`config.mk`:
```
export PLATFORM = sky130hd
export DESIGN_NAME = ram_arbiter
export DESIGN_NICKNAME = d
export VERILOG_FILES = /design/src/rtl/ram_arb_pkg.sv /design/src/rtl/ram_arbiter.sv
export SDC_FILE = /design/constraint.sdc
export NUM_CORES = 1
export LEC_CHECK = 0
export CORE_MARGIN = 4
export CORE_UTILIZATION = 23
export DETAILED_ROUTE_END_ITERATION = 16
export GPL_TIMING_DRIVEN = 0
export PLACE_DENSITY = 0.81
export SETUP_SLACK_MARGIN = 0.4
export SLEW_MARGIN = 20
export SYNTH_ARGS = -nofsm -noshare
export SYNTH_HDL_FRONTEND = slang
export SYNTH_SLANG_ARGS = --single-unit
export TNS_END_PERCENT = 10
```
`constraint.sdc`:
```
create_clock -name clk -period 2.2 [get_ports clk]
set_input_delay 0.55 -clock clk [delete_from_list [all_inputs] [get_ports clk]]
set_output_delay 0.55 -clock clk [all_outputs]
set_load 0.01 [all_outputs]
```
`src/rtl/ram_arb_pkg.sv`:
```
// Shared types and default widths for the instruction/data RAM arbiter.
package ram_arb_pkg;

  localparam int unsigned DEF_ADDR_W = 11;
  localparam int unsigned DEF_DATA_W = 32;

  // Arbiter FSM: either free to grant, or waiting for read data.
  typedef enum logic {
    IDLE    = 1'b0,
    RD_WAIT = 1'b1
  } arb_state_e;

  // Requester identity, used both for the grant and for the read owner.
  typedef enum logic {
    REQ_IF = 1'b0,
    REQ_D  = 1'b1
  } req_e;

endpackage

```
`src/rtl/ram_arbiter.sv`:
```
// Two-requester RAM arbiter: instruction fetch (IF) and load/store data (D).
// D has priority; a starvation counter forces an IF grant after STARVE_MAX
// consecutive D grants with a fetch pending. Reads wait RD_LAT cycles for
// ram_rdata, stores complete in the grant cycle.
module ram_arbiter
  import ram_arb_pkg::*;
#(
  parameter int unsigned ADDR_W     = DEF_ADDR_W,
  parameter int unsigned DATA_W     = DEF_DATA_W,
  parameter int unsigned RD_LAT     = 1,
  parameter int unsigned STARVE_MAX = 4
) (
  input  logic              clk,
  input  logic              rst_n,
  // Instruction fetch requester
  input  logic              if_req,
  input  logic [ADDR_W-1:0] if_addr,
  output logic              if_ack,
  output logic              if_rvalid,
  output logic [DATA_W-1:0] if_rdata,
  // Load/store requester
  input  logic              d_req,
  input  logic              d_we,
  input  logic [ADDR_W-1:0] d_addr,
  input  logic [DATA_W-1:0] d_wdata,
  output logic              d_ack,
  output logic              d_rvalid,
  output logic [DATA_W-1:0] d_rdata,
  // RAM side
  output logic [ADDR_W-1:0] ram_addr,
  output logic [DATA_W-1:0] ram_wdata,
  output logic              ram_wren,
  input  logic [DATA_W-1:0] ram_rdata,
  output logic              busy
);

  localparam int unsigned         STREAK_W   = $clog2(STARVE_MAX + 1);
  localparam logic [STREAK_W-1:0] STREAK_MAX = STREAK_W'(STARVE_MAX);
  localparam logic [1:0]          LAT_INIT   = 2'(RD_LAT - 1);

  arb_state_e          state_q, state_d;
  logic [1:0]          lat_q, lat_d;
  req_e                owner_q, owner_d;
  logic [STREAK_W-1:0] streak_q, streak_d;

  // D wins unless a fetch is pending and has already been passed over
  // STARVE_MAX times in a row.
  function automatic req_e arbitrate(input logic                if_pend,
                                     input logic                d_pend,
                                     input logic [STREAK_W-1:0] streak);
    if (d_pend && !(if_pend && streak == STREAK_MAX)) return REQ_D;
    return REQ_IF;
  endfunction

  // State, latency counter, read owner and starvation streak registers.
  // NOTE: sequential state uses non-blocking assignments so every register
  // samples the pre-edge values; reset is asynchronous and drops any read.
  always_ff @(posedge clk or negedge rst_n) begin
    if (!rst_n) begin
      state_q  <= IDLE;
      lat_q    <= 2'd0;
      owner_q  <= REQ_IF;
      streak_q <= '0;
    end else begin
      state_q  <= state_d;
      lat_q    <= lat_d;
      owner_q  <= owner_d;
      streak_q <= streak_d;
    end
  end

  // Arbitration, RAM command generation, read-data return and next state.
  // Every output is held at 0 while rst_n is low, including combinational acks.
  always_comb begin
    // NOTE: every signal gets a default first so no path can infer a latch.
    state_d   = state_q;
    lat_d     = lat_q;
    owner_d   = owner_q;
    streak_d  = streak_q;
    ram_addr  = '0;
    ram_wdata = '0;
    ram_wren  = 1'b0;
    if_ack    = 1'b0;
    d_ack     = 1'b0;
    if_rvalid = 1'b0;
    d_rvalid  = 1'b0;
    if_rdata  = '0;
    d_rdata   = '0;
    busy      = 1'b0;

    if (rst_n) begin
      case (state_q)
        IDLE: begin
          if (d_req || if_req) begin
            if (arbitrate(if_req, d_req, streak_q) == REQ_D) begin
              d_ack    = 1'b1;
              ram_addr = d_addr;
              streak_d = if_req ? streak_q + 1'b1 : '0;
              if (d_we) begin
                // Stores finish at the grant; stay in IDLE for back-to-back.
                ram_wren  = 1'b1;
                ram_wdata = d_wdata;
              end else begin
                state_d = RD_WAIT;
                lat_d   = LAT_INIT;
                owner_d = REQ_D;
              end
            end else begin
              if_ack   = 1'b1;
              ram_addr = if_addr;
              streak_d = '0;
              state_d  = RD_WAIT;
              lat_d    = LAT_INIT;
              owner_d  = REQ_IF;
            end
          end
        end

        RD_WAIT: begin
          busy = 1'b1;
          if (lat_q != 2'd0) begin
            lat_d = lat_q - 2'd1;
          end else begin
            state_d = IDLE;
            if (owner_q == REQ_IF) begin
              if_rvalid = 1'b1;
              if_rdata  = ram_rdata;
            end else begin
              d_rvalid = 1'b1;
              d_rdata  = ram_rdata;
            end
          end
        end

        default: state_d = IDLE;
      endcase
    end
  end

endmodule

```
==> results of run 1 <==
power by group through the flow:
| stage | logic (mW) | clock network [mW] | registers (mW) |
|---|---|---|---|
| 6_report | 0.836 | 0.192 | 0.166 |
| 5_1_grt | 0.888 | 0.209 | 0.168 |
| 4_1_cts | 0.770 | 0.195 | 0.166 |
| 3_5_place_dp | 0.673 | 0 | 0.166 |
| 3_3_place_gp | 0.665 | 0 | 0.165 |
| 2_1_floorplan | 0.259 | 0 | 0.162 |
logic make-up (layout without fill, tap and decap cells):
kind of cell / after synthesis / count (layout) / share of synthesized area (%)
and+or+nand+nor: 134 / 135 / 63.6
AOI/OAI and AO/OA: 21 / 21 / 12.8
buffers and inverters: 20 / 251 / 6.85
DFF: 7 / 7 / 13.1
adders and majority gates: 3 / 3 / 2.82
muxes: 1 / 1 / 0.845
worst max-delay path: stages (launching register included):
cell and delay [ns]:
dfrtp_1 0.38, inv_2 0.07, ha_4 0.17, nand3_4 0.14, and4_4 0.24, buf_8 0.14, and2_4 0.15, buf_2 0.13
sequential cells by signal, summed over array words and instances, names as in the netlist:
register / flops
streak_q: 3
lat_q: 2
owner_q: 1
state_q: 1
worst paths after layout:
check	from	end	slack, ns
min in group clk	owner_q	owner_q	0.62
max reg2reg	streak_q[1]	lat_q[1]	0.57
min	rst_n	streak_q[1]	0.12
max in group asynchronous	rst_n	state_q	1.94
max	streak_q[1]	ram_wdata[15]	-0.01
min reg2reg	owner_q	owner_q	0.62
layer usage:
layer | track usage (%) | part of all wire, %
met1 | 23.4 | 36
met2 | 42.9 | 57
met3 | 4.94 | 6.1
met4 | 3.80 | 1.4
met5 | 0 | 0
cell type report:
class                      instances  area, um^2  share of cell area (%)
tap                               72        90.1                    2.24
multi-input combinational        160        1340                    33.3
timing repair buffer             227        2150                    53.5
clock buffer                       4        45.0                    1.12
sequential                         7         176                    4.38
inverter                           5        18.8                   0.466
buffer                            15         203                    5.04
what timing repair did:
item / in CTS / in global routing
setup endpoints to repair: 120 / 112
resized for setup: 608 / 62
buffers inserted: 17 / 4
cloned: 4 / 0
pin swaps: 76 / 27
per-stage QoR:
| stage | TNS (ns) | area [um^2] |
|---|---|---|
| floorplan | 0 | 1380 |
| global placement | -119.32 | 3510 |
| detailed placement | -121.34 | 3510 |
| CTS | -0.0101 | 3790 |
| global route | -2.00 | 4030 |
| finish | -0.0154 | 4030 |
cell usage after synthesis:
cell type  count  area [um^2]
and2_1        97          607
and4_1        12          105
a31o_2         9         78.8
buf_2          7         35.0
dfrtp_1        7          175
nor2_1         6         22.5
inv_1          5         18.8
nand2_1        5         18.8
and3_1         4         25.0
clkbuf_1       4         15.0
clkbuf_2       3         15.0
ha_1           3         37.5
a221o_1        2         20.0
a31o_1         2         17.5
nor3_1         2         10.0
a21oi_1        1         5.00
a22o_1         1         8.76
a2bb2oi_1      1         8.76
a31oi_1        1         6.26
and3_2         1         7.51
buf_4          1         7.51
mux2_2         1         11.3
nand2b_1       1         6.26
nand3_1        1         5.00
nand3_2        1         10.0
nand3b_1       1         7.51
nor2b_1        1         6.26
nor2b_2        1         8.76
nor3b_1        1         7.51
o21ai_0        1         5.00
o21ai_1        1         5.00
o22ai_1        1         6.26
o311ai_0       1         8.76
==> results.cfg, run 1 <==
[status]
status = finished with violations
violations = setup timing

[placement]
hpwl_mm = 6.16
place_inst = 461
gp_congestion = 0.858
pre_cts_slack_ns = -1.25
port_buffers = 203

[clocking]
clockRootBuffer = clkbuf_8
clkTransAtPathRegs_ns = 0.04
ctsHoldBuffers = 0
cts_tree = built
h-tree-depth = 1
cts_num_sinks = 7
clock_path_buffers = 2
clk_latency_ns = 0.23
cts_made_buffers = 3

[finish]
antennaDiodeCount = 0
instances_no_fill = 490
layout.cells.most_common_list = clkdlybuf4s50_1 (86), buf_6 (82), and2_4 (69)
finish.utilization_pct = 72.2
final_common_cell = clkdlybuf4s50_1
drive_above_1_share_pct = 61.2
fin_nets = 513
nFillCells = 452
area_delta_synth_final_pct = 202

[logic_synthesis]
synth_area_um2 = 1330
syn_area_per_cell_um2 = 7.16
synth-seq-area-share_pct = 13.1
syn_inst = 186
synth.yosys.warnings = 0
synth_cell_type_count = 33
synth-seq-cells = 7
syn_nets = 280

[sta]
relSlewSlack_pct = 63.2
slew_viol_final = 0
fin_ws_ns = -0.0116
finClkSkew_ns = 0.000769
whs_ns = 0.116
finalHoldViolations = 0
rsz0062_at_grt = true
setup_viol = 3
fmax_ghz = 0.452
post-route-min-period_ns = 2.21
finalCritPeriodShare_pct = 101
worst_pin_slew_ns = 0.545

[route]
drt_first_iter_violations = 50
dr.pass1.iters = 4
routedWlPerCell_um = 17.1
ant_nets = 0
vias = 2265
viasPerCell = 4.62
postRouteWirelength_mm = 8.37
drc = 0

[die]
initial_core_util_pct = 23.9
rows = 27
die_y_um = 84.1
coreArea_um2 = 5570
dieArea_um2 = 7080
io-pin-count = 204
dieWidth_um = 84.1

[worst_setup_path]
crit_arrival_ns = 1.66
cp-end-kind = primary output
rr_worst_depth = 7
cp.required_ns = 1.65
start_kind = flip-flop
worstPathMaxFanout = 10
path_class = flip-flop to primary output

[power]
ir_worst_vdd_mv = 0.307
clockPowerShare_pct = 16.1
power.share.switching_pct = 33.4
seqPwrFrac_pct = 13.9
p_int_uw = 795
comb_power_share_pct = 70.0
power.total_mw = 1.19
power_density_nw_per_um2 = 297
power.leakage_nw = 1.97
power_switching_uw = 399

[job]
max_cap_violations = 0

[global_route]
grt_start_max_net_pins = 15
grt_usage_pct = 21.7
grt_pass1_vias = 2362
antenna_found_initial = 0
grt_pass1_wl_mm = 12.6
globalRoute.totalOverflow = 0

[min_path]
hold_class = input pin to async pin
Note: power is estimated with default switching activity, not from simulation.
==> run 2, diff against run 1 <==
--- a/config.mk
+++ b/config.mk
@@ -7,6 +7,7 @@
 export LEC_CHECK = 0
 export CORE_MARGIN = 4
 export CORE_UTILIZATION = 23
+export CTS_CLUSTER_SIZE = 12
 export DETAILED_ROUTE_END_ITERATION = 16
 export GPL_TIMING_DRIVEN = 0
 export PLACE_DENSITY = 0.81
==> results of run 2 <==
The final DEF is identical to that of run 1; final timing and power are the same.
